--- src/rtl/arm7tdmi_pkg.sv ---
// rtl/arm7tdmi_pkg.sv - ARM-state decode types, class match constants and helpers
package arm7tdmi_pkg;

    typedef enum logic [3:0] {
        CLS_NOP     = 4'd0,
        CLS_DP      = 4'd1,
        CLS_MUL     = 4'd2,
        CLS_MULL    = 4'd3,
        CLS_SWP     = 4'd4,
        CLS_BX      = 4'd5,
        CLS_LDR_STR = 4'd6,
        CLS_LDRH    = 4'd7,
        CLS_LDM_STM = 4'd8,
        CLS_B_BL    = 4'd9,
        CLS_SWI     = 4'd10,
        CLS_COPROC  = 4'd11,
        CLS_UNDEF   = 4'd12
    } instr_class_t;

    typedef enum logic {
        S_IDLE,
        S_MULTI
    } seq_state_t;

    localparam logic [31:0] MUL_MASK   = 32'h0FC0_00F0;
    localparam logic [31:0] MUL_MATCH  = 32'h0000_0090;
    localparam logic [31:0] MULL_MASK  = 32'h0F80_00F0;
    localparam logic [31:0] MULL_MATCH = 32'h0080_0090;
    localparam logic [31:0] SWP_MASK   = 32'h0FB0_0FF0;
    localparam logic [31:0] SWP_MATCH  = 32'h0100_0090;
    localparam logic [31:0] BX_MASK    = 32'h0FFF_FFF0;
    localparam logic [31:0] BX_MATCH   = 32'h012F_FF10;
    localparam logic [31:0] HW_MASK    = 32'h0E00_0090;
    localparam logic [31:0] HW_MATCH   = 32'h0000_0090;

    localparam logic [3:0] COND_AL = 4'hE;

    typedef struct packed {
        instr_class_t cls;
        logic [3:0]   cond;
        logic [3:0]   rn;
        logic [3:0]   rd;
        logic [3:0]   rm;
        logic [3:0]   rs;
        logic [3:0]   alu_op;
        logic         set_flags;
        logic [31:0]  imm;
        logic         imm_valid;
        logic         load;
        logic         store;
        logic         pre;
        logic         up;
        logic         byte_sel;
        logic         wb;
        logic [3:0]   xfer_reg;
        logic         xfer_first;
        logic         xfer_last;
        logic [4:0]   xfer_count;
    } dec_bundle_t;

    function automatic logic [31:0] ror32(input logic [31:0] x, input logic [4:0] sh);
        logic [63:0] dbl;
        dbl = {x, x} >> sh;
        return dbl[31:0];
    endfunction

    // Earlier tests win: the multiply/swap/halfword encodings overlap the DP space.
    function automatic instr_class_t classify(input logic [31:0] i);
        instr_class_t c;
        if ((i & MUL_MASK) == MUL_MATCH)                          c = CLS_MUL;
        else if ((i & MULL_MASK) == MULL_MATCH)                   c = CLS_MULL;
        else if ((i & SWP_MASK) == SWP_MATCH)                     c = CLS_SWP;
        else if ((i & BX_MASK) == BX_MATCH)                       c = CLS_BX;
        else if ((i & HW_MASK) == HW_MATCH && i[6:5] != 2'b00)    c = CLS_LDRH;
        else if (i[27:26] == 2'b00)                               c = CLS_DP;
        else if (i[27:26] == 2'b01 && !(i[25] && i[4]))           c = CLS_LDR_STR;
        else if (i[27:25] == 3'b100)                              c = CLS_LDM_STM;
        else if (i[27:25] == 3'b101)                              c = CLS_B_BL;
        else if (i[27:25] == 3'b110 || i[27:24] == 4'b1110)       c = CLS_COPROC;
        else if (i[27:24] == 4'b1111)                             c = CLS_SWI;
        else                                                      c = CLS_UNDEF;
        return c;
    endfunction

endpackage

--- src/rtl/arm7tdmi_reglist_seq.sv ---
// rtl/arm7tdmi_reglist_seq.sv - LDM/STM register-list walker: priority encoder, clear-lowest-bit, popcount
module arm7tdmi_reglist_seq (
    input  logic        clk,
    input  logic        rst_n,
    input  logic [15:0] list_in,
    input  logic        load,
    input  logic        advance,
    input  logic        clear,
    output logic [3:0]  first_reg,
    output logic [4:0]  list_count,
    output logic        multi,
    output logic [3:0]  next_reg,
    output logic        next_last
);

    logic [15:0] remaining;
    logic [4:0]  pop;

    always_comb begin
        first_reg = 4'd15;
        next_reg  = 4'd0;
        pop       = 5'd0;
        for (int i = 15; i >= 0; i--) begin
            if (list_in[i])   first_reg = 4'(i);
            if (remaining[i]) next_reg  = 4'(i);
        end
        for (int i = 0; i < 16; i++) begin
            pop = pop + {4'b0, list_in[i]};
        end
    end

    // An empty list still transfers r15 once, so it counts as one.
    assign list_count = (pop == 5'd0) ? 5'd1 : pop;
    assign multi      = (pop > 5'd1);
    assign next_last  = ((remaining & (remaining - 16'd1)) == 16'd0);

    always_ff @(posedge clk or negedge rst_n) begin
        if (!rst_n) begin
            remaining <= '0;
        end else if (clear) begin
            remaining <= '0;
        end else if (load) begin
            remaining <= list_in & (list_in - 16'd1);
        end else if (advance) begin
            remaining <= remaining & (remaining - 16'd1);
        end
    end

endmodule

--- src/rtl/arm7tdmi_decode.sv ---
// rtl/arm7tdmi_decode.sv - ARM-state decode stage with LDM/STM micro-op sequencing; ARM7TDMI_DECODE_PERF_EN adds perf counters
module arm7tdmi_decode
    import arm7tdmi_pkg::*;
#(
    parameter int XLEN = 32
) (
    input  logic            clk,
    input  logic            rst_n,
    input  logic [31:0]     instruction,
    input  logic [XLEN-1:0] pc_in,
    input  logic            instr_valid,
    input  logic            thumb_mode,
    input  logic            stall,
    input  logic            flush,
    output logic            decode_busy,
    output logic            dec_valid,
    output logic [XLEN-1:0] dec_pc,
    output logic [3:0]      dec_class,
    output logic [3:0]      dec_cond,
    output logic [3:0]      dec_rn,
    output logic [3:0]      dec_rd,
    output logic [3:0]      dec_rm,
    output logic [3:0]      dec_rs,
    output logic [3:0]      dec_alu_op,
    output logic            dec_set_flags,
    output logic [31:0]     dec_imm,
    output logic            dec_imm_valid,
    output logic            dec_load,
    output logic            dec_store,
    output logic            dec_pre,
    output logic            dec_up,
    output logic            dec_byte,
    output logic            dec_wb,
    output logic [3:0]      dec_xfer_reg,
    output logic            dec_xfer_first,
    output logic            dec_xfer_last,
    output logic [4:0]      dec_xfer_count
`ifdef ARM7TDMI_DECODE_PERF_EN
    ,
    output logic [31:0]     perf_decoded,
    output logic [31:0]     perf_busy_cycles
`endif
);

    seq_state_t      state, state_next;
    instr_class_t    cls;
    dec_bundle_t     d, q;
    logic [XLEN-1:0] q_pc;
    logic            accept, seq_load, seq_advance;
    logic [3:0]      first_reg, next_reg;
    logic [4:0]      list_count;
    logic            multi, next_last;

    assign decode_busy = (state == S_MULTI);
    assign accept      = instr_valid && !stall && !decode_busy && !flush;
    assign seq_load    = accept && (cls == CLS_LDM_STM);
    assign seq_advance = decode_busy && !stall && !flush;

    arm7tdmi_reglist_seq u_seq (
        .clk        (clk),
        .rst_n      (rst_n),
        .list_in    (instruction[15:0]),
        .load       (seq_load),
        .advance    (seq_advance),
        .clear      (flush),
        .first_reg  (first_reg),
        .list_count (list_count),
        .multi      (multi),
        .next_reg   (next_reg),
        .next_last  (next_last)
    );

    always_ff @(posedge clk or negedge rst_n) begin
        if (!rst_n) state <= S_IDLE;
        else        state <= state_next;
    end

    always_comb begin
        state_next = state;
        if (flush)                          state_next = S_IDLE;
        else if (seq_load && multi)         state_next = S_MULTI;
        else if (seq_advance && next_last)  state_next = S_IDLE;
    end

    // Thumb words get condition AL so execute always takes the UNDEF trap.
    always_comb begin
        cls          = thumb_mode ? CLS_UNDEF : classify(instruction);
        d            = '0;
        d.cls        = cls;
        d.cond       = thumb_mode ? COND_AL : instruction[31:28];
        d.xfer_first = 1'b1;
        d.xfer_last  = 1'b1;
        case (cls)
            CLS_DP: begin
                d.rn        = instruction[19:16];
                d.rd        = instruction[15:12];
                d.alu_op    = instruction[24:21];
                d.set_flags = instruction[20];
                if (instruction[25]) begin
                    d.imm       = ror32({24'h0, instruction[7:0]}, {instruction[11:8], 1'b0});
                    d.imm_valid = 1'b1;
                end else begin
                    d.rm = instruction[3:0];
                    if (instruction[4]) d.rs = instruction[11:8];
                end
            end
            CLS_MUL, CLS_MULL: begin
                d.rd        = instruction[19:16];
                d.rn        = instruction[15:12];
                d.rs        = instruction[11:8];
                d.rm        = instruction[3:0];
                d.set_flags = instruction[20];
            end
            CLS_SWP: begin
                d.rn       = instruction[19:16];
                d.rd       = instruction[15:12];
                d.rm       = instruction[3:0];
                d.byte_sel = instruction[22];
                d.load     = 1'b1;
                d.store    = 1'b1;
            end
            CLS_BX: d.rm = instruction[3:0];
            CLS_LDRH: begin
                d.rn        = instruction[19:16];
                d.rd        = instruction[15:12];
                d.pre       = instruction[24];
                d.up        = instruction[23];
                d.wb        = instruction[21];
                d.load      = instruction[20];
                d.store     = !instruction[20];
                d.imm_valid = instruction[22];
                if (instruction[22]) d.imm = {24'h0, instruction[11:8], instruction[3:0]};
                else                 d.rm  = instruction[3:0];
            end
            CLS_LDR_STR: begin
                d.rn        = instruction[19:16];
                d.rd        = instruction[15:12];
                d.pre       = instruction[24];
                d.up        = instruction[23];
                d.byte_sel  = instruction[22];
                d.wb        = instruction[21];
                d.load      = instruction[20];
                d.store     = !instruction[20];
                d.imm_valid = !instruction[25];
                if (instruction[25]) d.rm  = instruction[3:0];
                else                 d.imm = {20'h0, instruction[11:0]};
            end
            CLS_LDM_STM: begin
                d.rn         = instruction[19:16];
                d.pre        = instruction[24];
                d.up         = instruction[23];
                d.wb         = instruction[21];
                d.load       = instruction[20];
                d.store      = !instruction[20];
                d.xfer_reg   = first_reg;
                d.xfer_count = list_count;
                d.xfer_last  = !multi;
            end
            CLS_B_BL: begin
                d.imm       = {{6{instruction[23]}}, instruction[23:0], 2'b00};
                d.imm_valid = 1'b1;
                d.wb        = instruction[24];
            end
            default: ;
        endcase
    end

    // Follow-on micro-ops only rewrite the per-transfer fields; everything else holds.
    always_ff @(posedge clk or negedge rst_n) begin
        if (!rst_n) begin
            q         <= '0;
            q_pc      <= '0;
            dec_valid <= 1'b0;
        end else if (flush) begin
            dec_valid <= 1'b0;
        end else if (!stall) begin
            if (accept) begin
                q         <= d;
                q_pc      <= pc_in;
                dec_valid <= 1'b1;
            end else if (decode_busy) begin
                q.xfer_reg   <= next_reg;
                q.xfer_first <= 1'b0;
                q.xfer_last  <= next_last;
                q.wb         <= 1'b0;
                dec_valid    <= 1'b1;
            end else begin
                dec_valid <= 1'b0;
            end
        end
    end

    assign dec_pc         = q_pc;
    assign dec_class      = q.cls;
    assign dec_cond       = q.cond;
    assign dec_rn         = q.rn;
    assign dec_rd         = q.rd;
    assign dec_rm         = q.rm;
    assign dec_rs         = q.rs;
    assign dec_alu_op     = q.alu_op;
    assign dec_set_flags  = q.set_flags;
    assign dec_imm        = q.imm;
    assign dec_imm_valid  = q.imm_valid;
    assign dec_load       = q.load;
    assign dec_store      = q.store;
    assign dec_pre        = q.pre;
    assign dec_up         = q.up;
    assign dec_byte       = q.byte_sel;
    assign dec_wb         = q.wb;
    assign dec_xfer_reg   = q.xfer_reg;
    assign dec_xfer_first = q.xfer_first;
    assign dec_xfer_last  = q.xfer_last;
    assign dec_xfer_count = q.xfer_count;

`ifdef ARM7TDMI_DECODE_PERF_EN
    always_ff @(posedge clk or negedge rst_n) begin
        if (!rst_n) begin
            perf_decoded     <= '0;
            perf_busy_cycles <= '0;
        end else begin
            if (accept)      perf_decoded     <= perf_decoded + 32'd1;
            if (decode_busy) perf_busy_cycles <= perf_busy_cycles + 32'd1;
        end
    end
`endif

endmodule

--- config.mk ---
export PLATFORM = sky130hd
export DESIGN_NAME = arm7tdmi_decode
export DESIGN_NICKNAME = d
export VERILOG_FILES = /design/src/rtl/arm7tdmi_pkg.sv /design/src/rtl/arm7tdmi_reglist_seq.sv /design/src/rtl/arm7tdmi_decode.sv
export SDC_FILE = /design/constraint.sdc
export NUM_CORES = 1
export LEC_CHECK = 0
export ABC_CLOCK_PERIOD_IN_PS = 3100
export CORE_UTILIZATION = 40
export DETAILED_ROUTE_END_ITERATION = 12
export MAX_ROUTING_LAYER = met4
export PLACE_DENSITY_LB_ADDON = 0.25
export SLEW_MARGIN = 20
export SYNTH_ARGS = -nofsm -noshare
export SYNTH_HDL_FRONTEND = slang
export SYNTH_SLANG_ARGS = --single-unit
--- constraint.sdc ---
create_clock -name clk -period 3.1 [get_ports clk]
set_input_delay 0.31 -clock clk [delete_from_list [all_inputs] [get_ports clk]]
set_output_delay 0.31 -clock clk [all_outputs]
set_load 0.02 [all_outputs]
==> impl_summary.txt, run 1 <==
----------------------------------------------------
[Finish]
  Number of inserted diodes ... 0
  Post-Layout Inst Area ... 10,400 um2
  Count of placed standard cells in the final layout, fillers left out ... 1,302
  Multi-input gate area in the final layout ... 3600 um2
  Layout fillers ... 1,533
  Sequential cell area in the final layout ... 3200 um2
  Final nets ... 1,153
  Utilization after layout ... 59.9%
  Layout cells sized above 1 ... 15.5%
  Area overhead of the layout relative to synthesis ... 46.1%

[Clocking]
  Max H-tree Level ... 4
  Clock sink total ... 128
  Clk Tree Root Cell ... sky130_fd_sc_hd__clkbuf_16
  Clock Tree Buf Depth ... 2
  Clock-pin slew of the registers on the worst-case setup and hold paths ... 0.06 ns
  CTS Buf Count ... 17
  Clock latency at the later pin of the worst-skew pair ... 0.43 ns
  TritonCTS clock tree ... done
  Number of buffers inserted by hold repair at cts ... 0

[Synth]
  Register area share after synthesis ... 45.2%
  Most used standard cells in the synthesized netlist ... sky130_fd_sc_hd__nand2_1 (183), sky130_fd_sc_hd__dfrtp_1 (128), sky130_fd_sc_hd__nor2_1 (80)
  Fraction of registers with async set or reset after synthesis ... 100%
  EDFF count, synth ... 0
  Main area contributors after synthesis ... sky130_fd_sc_hd__dfrtp_1 (45%), sky130_fd_sc_hd__nand2_1 (9.7%), sky130_fd_sc_hd__nor2_1 (4.2%)
  Yosys synthesis warning count ... 0
  Synth Instances ... 822
  Number of unique standard cell types used by synthesis ... 68
  Flip-flop cell with the highest count after synthesis ... sky130_fd_sc_hd__dfrtp_1
  Net count after synthesis ... 911
  Mean instance size in the synthesized netlist ... 8.63 um2
  Post-synthesis cell type with the largest combined area ... sky130_fd_sc_hd__dfrtp_1
  Number of storage elements in the synthesis netlist ... 128
  Synth top area share ... 45.2%
  Most frequent cell after synthesis ... sky130_fd_sc_hd__nand2_1
  Post-synth design cell area ... 7090 um2

[Die]
  Standard-cell rows ... 48
  Die area ... 18,300 um2
  I/O Pins ... 183
  Height of the die ... 135 um
  Width of the die ... 135 um
  Initial Utilization ... 41.0%
  Area of the placeable core ... 17,300 um2

[Pwr]
  Share of power burned in registers ... 34.8%
  Switching portion of total power ... 32.2%
  Overall power consumption ... 0.00566 W
  Power density over the cells ... 547 nW/um2
  Static leakage ... 4.56 nW
  Cell Int Power ... 0.00384 W
  Peak VDD IR ... 388 uV
  Logic pwr share ... 31.1%
  Clk pwr share ... 34.1%
  Sw Pwr ... 0.00182 W

[STA]
  Worst hold slack across all endpoints ... -0.0146 ns
  Fin worst setup slack ... -0.841 ns
  Final Max Slew Viols ... 0
  Setup repair after global routing missed its margin ... yes
  Total count of hold-check failures in the final report ... 3
  Achievable frequency ... 0.254 GHz
  Time the final worst path needs with I/O delays and setup ... 3.94 ns
  Final clock period utilization by the worst path ... 127%
  Worst slew slack as a fraction of its limit ... 34.1%
  Worst setup skew after layout ... 0.0127 ns
  Least-Margin Pin Slew ... 0.989 ns
  Setup violators final ... 7

[Setup path]
  Category of the critical setup timing path ... in -> reg
  CP startpoint kind ... input pin
  Critical path required time ... 3.46 ns
  Capturing element type of the critical path ... flip-flop
  Worst Path Max Fanout ... 2
  Crit path DAT ... 4.30 ns

[Detailed routing]
  Post-detailed-route wirelength per cell ... 18.3 um
  Wire length after detailed routing ... 23.9 mm
  Initial DRC Count ... 691
  Total number of vias ... 7,168
  Count of TritonRoute iterations in the first routing pass ... 5
  Via-to-Cell Ratio ... 5.51
  Antenna-violating nets left ... 0
  Remaining DRCs ... 0

[Placement]
  Number of cells in the design after placement ... 1,266
  Post-detailed-placement half-perimeter wirelength ... 17.6 mm
  Cell Area, Placed ... 9720 um2
  # port buffers ... 182
  Global placer's final weighted congestion ... 0.974

[Run status]
  Run status ... finished with violations
  Failing checks ... hold timing, setup timing

[Global routing]
  Vias in the first global route ... 6,816
  Antenna violations before repair ... 0
  Aggregate global routing overflow ... 0
  Maximum number of pins on one net before global-route repair ... 113
  Overall track demand over capacity in global routing ... 27.9%
  Wire length of the first global-routing pass ... 37.8 mm

[Min path]
  Worst min path class ... in -> async

[Run]
  Max-cap viol count ... 0

----------------------------------------------------
[through the flow]
step | setup TNS [ns] | setup slack [ns] | hold slack, ns
after global routing | -3.99 | -0.903 | 0.0646
final | -3.58 | -0.841 | -0.0146
after CTS | -4.63 | -0.972 | 0.0542
after floorplan | -5.35 | -1.08 | 0.0144
after detailed placement | -10.60 | -1.76 | 0.458
after global placement | -10.55 | -1.66 | 0.449
[routing by layer]
metal | vias to the layer above | wire length [um] | global-route usage [%]
met5 | - | 0 | -
met2 | 287 | 10900 | 41.5
met1 | 3439 | 10800 | 38.2
met4 | 0 | 499 | 8.99
met3 | 38 | 1680 | 5.69
li1 | 3404 | - | -
[power groups by stage]
stage / registers [W] / clock network (W) / logic (W)
6_report: 0.00197 / 0.00193 / 0.00176
5_1_grt: 0.00199 / 0.00205 / 0.00189
4_1_cts: 0.00197 / 0.00197 / 0.00176
3_5_place_dp: 0.00200 / 0 / 0.00168
3_3_place_gp: 0.00200 / 0 / 0.00165
2_1_floorplan: 0.00223 / 0 / 0.000574
[worst paths after layout]
path | cells past startpoint | slack (ns) | from | to
setup / recovery | 16 | -0.84 | instruction[1] | dec_xfer_count[0]$_DFFE_PN0P_
hold / removal | 1 | -0.01 | rst_n | dec_xfer_count[3]$_DFFE_PN0P_
setup reg to reg | 7 | 0.82 | u_seq.remaining[7]$_DFFE_PN0P_ | dec_xfer_last$_DFFE_PN0P_
hold reg to reg | 2 | 0.47 | dec_cond[3]$_DFFE_PN0P_ | dec_cond[3]$_DFFE_PN0P_
max in group asynchronous | 2 | 2.32 | rst_n | dec_store$_DFFE_PN0P_
min in group clk | 5 | 0.38 | instruction[1] | dec_rm[1]$_DFFE_PN0P_
[layout make-up]
class / count / share of cell area (%)
Multi-Input combinational cell: 608 / 34.8
Sequential cell: 128 / 30.9
Clock buffer: 18 / 4.24
Clock inverter: 14 / 1.24
Timing Repair Buffer: 276 / 24.8
Inverter: 33 / 1.28
Tap cell: 225 / 2.72
[repair_timing]
action	CTS	global route
gates resized for setup	33	2
pin swaps	19	15
endpoints found under the setup margin	7	7
setup buffers	3	2
[layout by cell type (no fill, tap or decap), types with 7 or more instances in the layout]
cell type / n
sky130_fd_sc_hd__nor2_1: 79
sky130_fd_sc_hd__nor3_1: 9
sky130_fd_sc_hd__nand3_1: 25
sky130_fd_sc_hd__o41ai_1: 8
sky130_fd_sc_hd__clkbuf_16: 17
sky130_fd_sc_hd__o22ai_1: 9
sky130_fd_sc_hd__a21oi_1: 39
sky130_fd_sc_hd__a22o_1: 7
sky130_fd_sc_hd__a31oi_1: 7
sky130_fd_sc_hd__clkdlybuf4s50_1: 174
sky130_fd_sc_hd__inv_1: 22
sky130_fd_sc_hd__a221oi_1: 20
sky130_fd_sc_hd__fa_1: 8
sky130_fd_sc_hd__dfrtp_1: 128
sky130_fd_sc_hd__nand2_1: 182
sky130_fd_sc_hd__ha_1: 8
sky130_fd_sc_hd__o21ai_0: 42
sky130_fd_sc_hd__o311ai_0: 8
sky130_fd_sc_hd__buf_4: 90
sky130_fd_sc_hd__o211ai_1: 10
sky130_fd_sc_hd__or3_1: 19
[cell families (layout without fill, tap and decap cells)]
group                      after synthesis  in the layout  share of synthesized area, %
and+or+nand+nor                        367            367                          23.4
adders and majority gates               22             22                          4.84
DFF                                    128            128                          45.2
muxes                                    6              6                         0.900
buffers and inverters                   86            341                          4.98
xor gates and xnor gates                 4              4                         0.494
AOI/OAI and AO/OA                      209            209                          20.2
[worst max-delay path, cell delays in order]
cell	delay (ns)
sky130_fd_sc_hd__buf_8	0.08
sky130_fd_sc_hd__inv_4	0.03
sky130_fd_sc_hd__ha_4	0.24
sky130_fd_sc_hd__inv_2	0.03
sky130_fd_sc_hd__fa_1	0.45
sky130_fd_sc_hd__fa_1	0.52
sky130_fd_sc_hd__fa_1	0.43
sky130_fd_sc_hd__fa_1	0.53
sky130_fd_sc_hd__fa_2	0.21
sky130_fd_sc_hd__inv_2	0.04
sky130_fd_sc_hd__fa_2	0.35
sky130_fd_sc_hd__buf_6	0.13
sky130_fd_sc_hd__xor2_2	0.14
sky130_fd_sc_hd__or4_4	0.58
sky130_fd_sc_hd__a21oi_2	0.13
sky130_fd_sc_hd__a21o_1	0.09
Power figures use the tool's default switching activity.
==> run 2, diff against run 1 <==
--- a/config.mk
+++ b/config.mk
@@ -5,11 +5,12 @@
 export SDC_FILE = /design/constraint.sdc
 export NUM_CORES = 1
 export LEC_CHECK = 0
-export ABC_CLOCK_PERIOD_IN_PS = 3100
+export ABC_CLOCK_PERIOD_IN_PS = 4800
 export CORE_UTILIZATION = 40
 export DETAILED_ROUTE_END_ITERATION = 12
 export MAX_ROUTING_LAYER = met4
 export PLACE_DENSITY_LB_ADDON = 0.25
+export REMOVE_ABC_BUFFERS = 1
 export SLEW_MARGIN = 20
 export SYNTH_ARGS = -nofsm -noshare
 export SYNTH_HDL_FRONTEND = slang
==> constraint.sdc (replaced) <==
create_clock -name clk -period 4.8 [get_ports clk]
set_input_delay 0.48 -clock clk [delete_from_list [all_inputs] [get_ports clk]]
set_output_delay 0.48 -clock clk [all_outputs]
set_load 0.02 [all_outputs]
==> run 2 against run 1 <==
  * The run now ends clean
  * Via count is 2.8% lower
  * Sequential share of layout area grew 1.7 points
  * Clock power decreased by 37%
  * Highest routed layer unchanged
  * Final area down 5.3%
  * Power is 38% lower
  * Hold slack better by 0.15 ns
  * Sequential power is 35% lower
  * Clock skew shrank 0.0035 ns
  * First-iteration DRC count decreased by 15%
==> impl_summary.txt, run 2 (same netlist as run 1, synthesis figures left out) <==
----------------------------------------------------
[Run status]
  Run status ... finished clean

[Setup path]
  Most frequent cell on the critical path ... sky130_fd_sc_hd__fa_1
  Critical path required time ... 5.08 ns
  CP Buf/Inv Count ... 4
  Worst Path Max Fanout ... 2
  Top delay family on crit path ... adder cells
  CP startpoint kind ... input pin
  Cell with the biggest individual delay on the critical path ... sky130_fd_sc_hd__or4_4
  Crit path cell chain ... clkdlybuf4s50_1, inv_1, ha_1, inv_1, fa_1, fa_1, fa_1, fa_1, fa_1, inv_1, fa_1, or4_4, nand2_1, a21oi_1
  Category of the critical setup timing path ... in -> reg
  Max stage delay on crit path ... 0.56 ns
  Crit path DAT ... 4.92 ns
  Capturing element type of the critical path ... flip-flop

[Finish]
  Utilization after layout ... 56.7%
  Top library cells by usage in the layout, fill and taps aside ... sky130_fd_sc_hd__nand2_1 (183), sky130_fd_sc_hd__clkdlybuf4s50_1 (181), sky130_fd_sc_hd__dfrtp_1 (128)
  Final nets ... 1,094
  Layout cells sized above 1 ... 8.46%
  Post-Layout Inst Area ... 9810 um2
  Most common cell after layout, fill and taps aside ... sky130_fd_sc_hd__nand2_1
  Area overhead of the layout relative to synthesis ... 38.4%
  Number of inserted diodes ... 0

[Global routing]
  Maximum number of pins on one net before global-route repair ... 113
  Overall track demand over capacity in global routing ... 26.0%
  Aggregate global routing overflow ... 0
  Vias in the first global route ... 6,447
  Wire length of the first global-routing pass ... 35.3 mm
  Antenna violations before repair ... 0

[Detailed routing]
  Post-detailed-route wirelength per cell ... 18.5 um
  Initial DRC Count ... 588
  Count of TritonRoute iterations in the first routing pass ... 7
  Wire length after detailed routing ... 23.0 mm
  Via-to-Cell Ratio ... 5.61
  Remaining DRCs ... 0
  Total number of vias ... 6,964
  Antenna-violating nets left ... 0

[Pwr]
  Peak VDD IR ... 246 uV
  Cell Int Power ... 0.00243 W
  Clk pwr share ... 34.4%
  Static leakage ... 4.23 nW
  Switching portion of total power ... 31.0%
  Power density over the cells ... 358 nW/um2
  Share of power burned in registers ... 36.3%
  Logic pwr share ... 29.3%
  Sw Pwr ... 0.00109 W

[Die]
  Initial Utilization ... 41.0%
  Width of the die ... 135 um
  I/O Pins ... 183
  Die area ... 18,300 um2
  Height of the die ... 135 um
  Area of the placeable core ... 17,300 um2
  Standard-cell rows ... 48

[Clocking]
  Clk Tree Root Cell ... sky130_fd_sc_hd__clkbuf_16
  Clock Tree Buf Depth ... 2
  Number of resized instances in the post-cts repair step ... 0
  Clock-pin slew of the registers on the worst-case setup and hold paths ... 0.06 ns
  Postcts setup bufs ... 0
  Clock sink total ... 128
  Number of buffers inserted by hold repair at cts ... 0
  CTS Buf Count ... 17
  Max H-tree Level ... 4
  TritonCTS clock tree ... done
  Clock latency at the later pin of the worst-skew pair ... 0.42 ns

[STA]
  Final Max Slew Viols ... 0
  Final clock period utilization by the worst path ... 96.8%
  Worst setup skew after layout ... 0.00920 ns
  Worst slew slack as a fraction of its limit ... 29.4%
  Achievable frequency ... 0.215 GHz
  Setup violators final ... 0
  Least-Margin Pin Slew ... 1.05 ns
  Total count of hold-check failures in the final report ... 0
  Time the final worst path needs with I/O delays and setup ... 4.65 ns
  Accumulated negative setup slack ... 0 ns

[Min path]
  Worst min path class ... in -> async

[Placement]
  Global placer's final weighted congestion ... 0.946
  # port buffers ... 182
  Cell Area, Placed ... 9260 um2
  Post-detailed-placement half-perimeter wirelength ... 16.2 mm

[Run]
  Max-cap viol count ... 0

----------------------------------------------------
## run 2: path summary, 6_finish.rpt
check / start / endpoint / slack, ns / cells past startpoint
max in group asynchronous: rst_n / dec_imm[21]$_DFFE_PN0P_ / 3.62 / 2
max: instruction[0] / decode_busy$_DFFE_PN0P_ / 0.15 / 14
min: rst_n / dec_xfer_count[2]$_DFFE_PN0P_ / 0.13 / 1
min in group clk: dec_cond[3]$_DFFE_PN0P_ / dec_cond[3]$_DFFE_PN0P_ / 0.46 / 2
max reg2reg: decode_busy$_DFFE_PN0P_ / dec_xfer_last$_DFFE_PN0P_ / 2.34 / 6
min reg2reg: dec_cond[3]$_DFFE_PN0P_ / dec_cond[3]$_DFFE_PN0P_ / 0.46 / 2
## run 2: layer usage
| metal | track usage (%) | routed length (um) |
|---|---|---|
| met3 | 4.90 | 1880 |
| met4 | 10.3 | 533 |
| met2 | 37.0 | 10200 |
| met1 | 36.5 | 10400 |
| met5 | - | 0 |
## run 2: per-stage QoR
stage / total power, W / worst slack (ns) / instances / hold slack [ns]
after detailed placement: 0.00231 / -0.312 / 1211 / 0.454
after global routing: 0.00369 / -0.00301 / 1242 / 0.192
final: 0.00352 / 0.153 / 1242 / 0.132
after CTS: 0.00353 / 0.109 / 1242 / 0.165
after global placement: 0.00230 / -0.293 / 1211 / 0.448
after floorplan: 0.00178 / 0.386 / 769 / 0.184
## run 2: power by group through the flow
stage	Sequential, W	Clock, W	Combinational (W)
global route	0.00129	0.00128	0.00112
floorplan	0.00144	0	0.000332
detailed placement	0.00129	0	0.00102
global placement	0.00129	0	0.00101
CTS	0.00128	0.00123	0.00102
finish	0.00128	0.00121	0.00103
## run 2: final cells by class
cell class,instances,area [um2]
clock buffer,21,460
clock inverter,10,86.3
fill,1545,7480
inverter,33,124
multi-input combinational,608,3560
sequential,128,3200
tap,225,282
timing repair buffer,217,2100
==> run 3, diff against run 2 <==
--- a/config.mk
+++ b/config.mk
@@ -5,7 +5,6 @@
 export SDC_FILE = /design/constraint.sdc
 export NUM_CORES = 1
 export LEC_CHECK = 0
-export ABC_CLOCK_PERIOD_IN_PS = 4800
 export CORE_UTILIZATION = 40
 export DETAILED_ROUTE_END_ITERATION = 12
 export MAX_ROUTING_LAYER = met4
==> results of run 3 <==
No change in the layout: final DEF, timing and power equal those of run 2.
==> variant 1 (config.mk and constraints of run 3) <==
The option `ARM7TDMI_DECODE_PERF_EN` is turned on by a define.
--- a/src/rtl/arm7tdmi_decode.sv
+++ b/src/rtl/arm7tdmi_decode.sv
@@ -1,4 +1,6 @@
 // rtl/arm7tdmi_decode.sv - ARM-state decode stage with LDM/STM micro-op sequencing; ARM7TDMI_DECODE_PERF_EN adds perf counters
+`define ARM7TDMI_DECODE_PERF_EN
+
 module arm7tdmi_decode
     import arm7tdmi_pkg::*;
 #(
Formal check against the unedited RTL (old outputs only; new: perf_busy_cycles and perf_decoded): equivalent (Yosys induction, for registers that start in step).
==> variant 1 against run 3 <==
- sequential cell count grew 64
- design area grew 39%
- total power grew 21%
- routed wire length grew 37%
- largest power group unchanged
- highest routed layer unchanged
- synthesized area grew 43%
- non-clock buffer count grew 61
- critical path type unchanged
- setup slack gained 0.13 ns
- clock skew grew 0.0080 ns
- die area grew 42%
- first-iteration DRC count grew 56%
- maximum frequency grew 2.8%
==> variant 1: results (changes against run 3) <==
- Cell area reported after detailed placement: 13000 sq um (was 9260 sq um)
* M3 GR Usage: 0.0439 (was 0.0490)
- Final GP Congestion: 0.931 (was 0.946)
* Met2 usage in global routing: 0.400 (was 0.370)
- Layout cell share with drive strength beyond 1: 0.0716 (was 0.0846)
* Largest stage delay on the critical path: 0.53 ns (was 0.56 ns)
* Sequential cell fraction of total power: 0.423 (was 0.363)
* Number of fill cells: 2205 (was 1545)
- The post-placement worst setup slack was -0.182 ns (was -0.312 ns).
- The final standard cell utilization of the core was 0.554 (was 0.567).
- The switching part of the total power was 0.313 (was 0.310).
- The met1 usage in global routing is 0.334 (was 0.365).
- The worst setup path endpoint is dec_xfer_count[0] (was decode_busy).
* Sequential power: 0.00180 W (was 0.00128 W)
- Routed wire length on met3: 2010 um (was 1880 um)
- Result of the run: finished, final reports clean (unchanged)
- The wire length on met1 was 13800 um (was 10400 um).
* Critical R2R Capture: dec_imm[5] (was dec_xfer_last)
- The detailed-route wire length per cell is 19.0 um (was 18.5 um).
* Total via count after detailed routing: 9240 (was 6964)
* Final HPWL from detailed placement: 22700 um (was 16200 um)
- The number of placed instances, taps included came to 1619 (was 1211).
* DRT Pass-1 Iters: 5 (was 7)
* Wire length reported by the detailed router: 31400 um (was 23000 um)
- Number of unique standard cell types used by synthesis: 78 (was 68)
* Leakage power total: 5.79 nW (was 4.23 nW)
- The global-route usage over all layers was 0.252 (was 0.260).
* Slowest cell on the critical path: sky130_fd_sc_hd__fa_1 (was sky130_fd_sc_hd__or4_4)
- Final Net Count: 1405 (was 1094)
* Buffers added on ports: 246 (was 182)
- Most common library cells after synthesis: sky130_fd_sc_hd__nand2_1, sky130_fd_sc_hd__dfrtp_1, sky130_fd_sc_hd__nor2_1, sky130_fd_sc_hd__nand3_1, sky130_fd_sc_hd__o21ai_0 (was sky130_fd_sc_hd__nand2_1, sky130_fd_sc_hd__dfrtp_1, sky130_fd_sc_hd__nor2_1, sky130_fd_sc_hd__a21oi_1, sky130_fd_sc_hd__o21ai_0).
* Power share of the clock group: 0.347 (was 0.344)
* Fraction of the yosys area taken by sequential cells: 0.474 (was 0.452)
- The clock-pin transition on the worst setup and hold timing paths came to 0.08 ns (was 0.06 ns).
-- variant 1: cell count changes after synthesis, sizes merged, moves of 9 or more --
cell,before,now
a221oi,20,3
and3,6,21
clkbuf,34,45
dfrtp,128,192
nand2,183,206
nand2b,5,15
nand3,25,54
nand4,5,15
nor2,80,63
nor3,10,19
nor3b,0,9
or3,19,3
xnor2,3,44
xor2,1,19
-- variant 1: layout make-up --
class	count	area share
clock inverter	14	0.0142
multi-input combinational	790	0.363
inverter	35	0.00963
sequential	192	0.352
timing repair buffer	278	0.199
clock buffer	18	0.0315
antenna	2	0.000367
tap	324	0.0297
-- variant 1: logic make-up (layout without fill, tap and decap cells) --
logic type                 count (synthesis)  after routing  share of synthesized area
and+or+nand+nor                          455            455                      0.217
AOI/OAI and AO/OA                        231            231                      0.160
DFF                                      192            192                      0.474
buffers and inverters                    101            345                     0.0405
xor gates and xnor gates                  63             63                     0.0544
adders and majority gates                 22             22                     0.0343
muxes                                     19             19                     0.0199
other                                      0              2                          0
==> variant 2 (flow settings as in run 3) <==
Made on the original files. Register the input `thumb_mode` before use, cleared by the reset. The logic sees it one clock later. The other inputs are not delayed to match.
--- a/src/rtl/arm7tdmi_decode.sv
+++ b/src/rtl/arm7tdmi_decode.sv
@@ -42,6 +42,16 @@
 `endif
 );
 
+    logic thumb_mode_q;
+
+    always_ff @(posedge clk or negedge rst_n) begin
+        if (!rst_n) begin
+            thumb_mode_q <= '0;
+        end else begin
+            thumb_mode_q <= thumb_mode;
+        end
+    end
+
     seq_state_t      state, state_next;
     instr_class_t    cls;
     dec_bundle_t     d, q;
@@ -84,10 +94,10 @@
 
     // Thumb words get condition AL so execute always takes the UNDEF trap.
     always_comb begin
-        cls          = thumb_mode ? CLS_UNDEF : classify(instruction);
+        cls          = thumb_mode_q ? CLS_UNDEF : classify(instruction);
         d            = '0;
         d.cls        = cls;
-        d.cond       = thumb_mode ? COND_AL : instruction[31:28];
+        d.cond       = thumb_mode_q ? COND_AL : instruction[31:28];
         d.xfer_first = 1'b1;
         d.xfer_last  = 1'b1;
         case (cls)
Formal check against the unedited RTL: not equivalent (a bounded check fails within 4 cycles, from zero or initial values and one cycle with rst_n low).
==> variant 2 against run 3 <==
- setup slack improved by 0.13 ns
- sequential cell count rose by 1
- register-to-register slack lost 0.33 ns
- count of clock-buffer cells in the layout rose by 1
- synthesized area rose by 3.1%
- routed wire length grew 6.0%
- design area grew 1.8%
- hold slack lost 0.076 ns
- maximum frequency is 2.9% higher
- via count up 2.9%
- total power grew 5.2%
==> variant 2: results (changes against run 3) <==
* Result of the run: finished, final reports clean (unchanged)
- The top fanout value on the critical path was 3 (was 2).
- The global-route usage over all layers came to 0.273 (was 0.260).
* Switching power as a share of total power: 0.315 (was 0.310)
* Number of unique standard cell types used by synthesis: 81 (was 68)
* Post-CTS setup repair buffer count: 0 (unchanged)
- The detailed-route wire length per cell came to 19.5 um (was 18.5 um).
* Worst Skew: 0.0147 ns (was 0.00920 ns)
- Asr flop ratio synth: 1.00 (unchanged)
* Final GP Congestion: 0.934 (was 0.946)
* Number of warnings printed during yosys synthesis: 0 (unchanged)
- Worst EP arrival: 4.84 ns (was 4.92 ns)
* Number of hold violations in the final report: 0 (unchanged)
* Min-delay worst type: in -> async (unchanged)
- The buffer levels on the longest clock path came to 2 (unchanged).
- Top cells by area, synth: sky130_fd_sc_hd__dfrtp_1, sky130_fd_sc_hd__nand2_1, sky130_fd_sc_hd__a21oi_1, sky130_fd_sc_hd__nor2_1, sky130_fd_sc_hd__o21ai_0 (was sky130_fd_sc_hd__dfrtp_1, sky130_fd_sc_hd__nand2_1, sky130_fd_sc_hd__nor2_1, sky130_fd_sc_hd__a21oi_1, sky130_fd_sc_hd__o21ai_0).
- The multiplexer share of the synthesized area is 0.00821 (was 0.00900).
- Buffers added on ports: 182 (unchanged)
- Average vias per placed instance: 5.73 (was 5.61)
* Maximum VDD drop: 0.000240 V (was 0.000246 V)
- H-tree lvl count: 4 (unchanged)
- The XOR/XNOR share of the synthesized area was 0.00359 (was 0.00494).
- Most common library cells after synthesis: sky130_fd_sc_hd__nand2_1, sky130_fd_sc_hd__dfrtp_1, sky130_fd_sc_hd__nor2_1, sky130_fd_sc_hd__a21oi_1, sky130_fd_sc_hd__o21ai_0 (unchanged)
- Most used DFF post-synth: sky130_fd_sc_hd__dfrtp_1 (unchanged)
- The antenna diode count was 0 (unchanged).
- The clock-pin transition on the worst setup and hold timing paths was 0.06 ns (about the same).
- Clock buffer count from CTS: 17 (unchanged)
- Slew at the pin closest to its max-slew limit: 0.980 ns (was 1.05 ns)
- The master cell of the clock root buffer was sky130_fd_sc_hd__clkbuf_16 (unchanged).
- DR iter-0 viols: 591 (was 588)
* Final HPWL from detailed placement: 17200 um (was 16200 um)
- Fraction of the yosys area taken by sequential cells: 0.441 (was 0.452)
- Fraction of the mapped netlist area in adder cells: 0.0457 (was 0.0484)
- Dpl ws: -0.156 ns (was -0.312 ns)
- Number of cells upsized or downsized after cts: 0 (unchanged)
- Worst skew pair latency: 0.43 ns
* Compound-Gate Fraction of Synth Area: 0.227 (was 0.202)
- Final Net Count: 1098 (was 1094)
* DRT Pass-1 Iters: 6 (was 7)
- The number of global-route vias before repair is 6767 (was 6447).
- The share of post-route cells with drive strength above 1 is 0.0910 (was 0.0846).
* Wire length of the first global-routing pass: 37400 um (was 35300 um)
- The leakage dissipation is 4.30 nW (was 4.23 nW).
- Initial antenna violation count: 0 (unchanged)
- Largest net degree at the start of global routing: 82 (was 113)
[variant 2: kinds of logic (layout without fill, tap and decap cells)]
family,count (synthesis),in the layout
AND/OR/NAND/NOR,347,347
AO/OA/AOI/OAI,236,236
flip-flops,129,129
buffers and inverters,95,280
adder cells (fa/ha/maj),21,21
multiplexers,6,6
XOR/XNOR,3,3
[variant 2: final cells by class]
type                    instances  area (sq um)
flip-flops and latches        129          3230
repair buffers                212          2040
clock inverters                10           123
clock buffers                  22           494
inverters                      36           135
fillers                      1666          7980
well taps                     229           287
multi-input cells             613          3680
[variant 2: worst paths after layout]
path / start / end / slack [ns] / depth (start not counted)
worst max-delay path: instruction[0] / decode_busy / 0.29 / 13
worst min-delay path: rst_n / dec_pc[0] / 0.06 / 1
worst max register to register: thumb_mode_q / dec_imm[22] / 2.01 / 7
worst min register to register: dec_cond[1] / dec_cond[1] / 0.47 / 2
max in group asynchronous: rst_n / dec_imm[24] / 3.73 / 2
min in group clk: dec_cond[1] / dec_cond[1] / 0.47 / 2
[variant 2: stage by stage]
| stage | instance area [sq um] | cells | util |
|---|---|---|---|
| 2_1_floorplan | 7030 | 778 | - |
| 3_3_place_gp | 9370 | 1219 | 0.522 |
| 3_5_place_dp | 9370 | 1219 | 0.522 |
| 4_1_cts | 9990 | 1251 | 0.556 |
| 5_1_grt | 9990 | 1251 | 0.556 |
| 6_report | 9990 | 1251 | 0.556 |
[variant 2: power groups by stage]
stage	Sequential [W]	Combinational (W)	Clock, W
3_5_place_dp	0.00131	0.00105	0
4_1_cts	0.00130	0.00106	0.00137
3_3_place_gp	0.00131	0.00103	0
2_1_floorplan	0.00147	0.000358	0
6_report	0.00130	0.00105	0.00135
5_1_grt	0.00131	0.00114	0.00141
[variant 2: metal layers]
| metal | vias to the layer above | part of all wire | global-route usage |
|---|---|---|---|
| li1 | 3329 | - | - |
| met1 | 3458 | 0.44 | 0.364 |
| met2 | 329 | 0.46 | 0.401 |
| met3 | 53 | 0.065 | 0.0500 |
| met4 | 0 | 0.035 | 0.129 |
| met5 | - | 0 | - |
[variant 2: critical path, cell delays in order]
cell and delay [ns]:
sky130_fd_sc_hd__clkdlybuf4s50_1 0.48, sky130_fd_sc_hd__inv_1 0.06, sky130_fd_sc_hd__ha_1 0.28, sky130_fd_sc_hd__inv_1 0.08
sky130_fd_sc_hd__fa_1 0.44, sky130_fd_sc_hd__fa_1 0.50, sky130_fd_sc_hd__fa_1 0.55, sky130_fd_sc_hd__fa_1 0.44
sky130_fd_sc_hd__fa_1 0.42, sky130_fd_sc_hd__fa_1 0.43, sky130_fd_sc_hd__xor2_1 0.23, sky130_fd_sc_hd__nand4b_1 0.19
sky130_fd_sc_hd__a32o_2 0.26
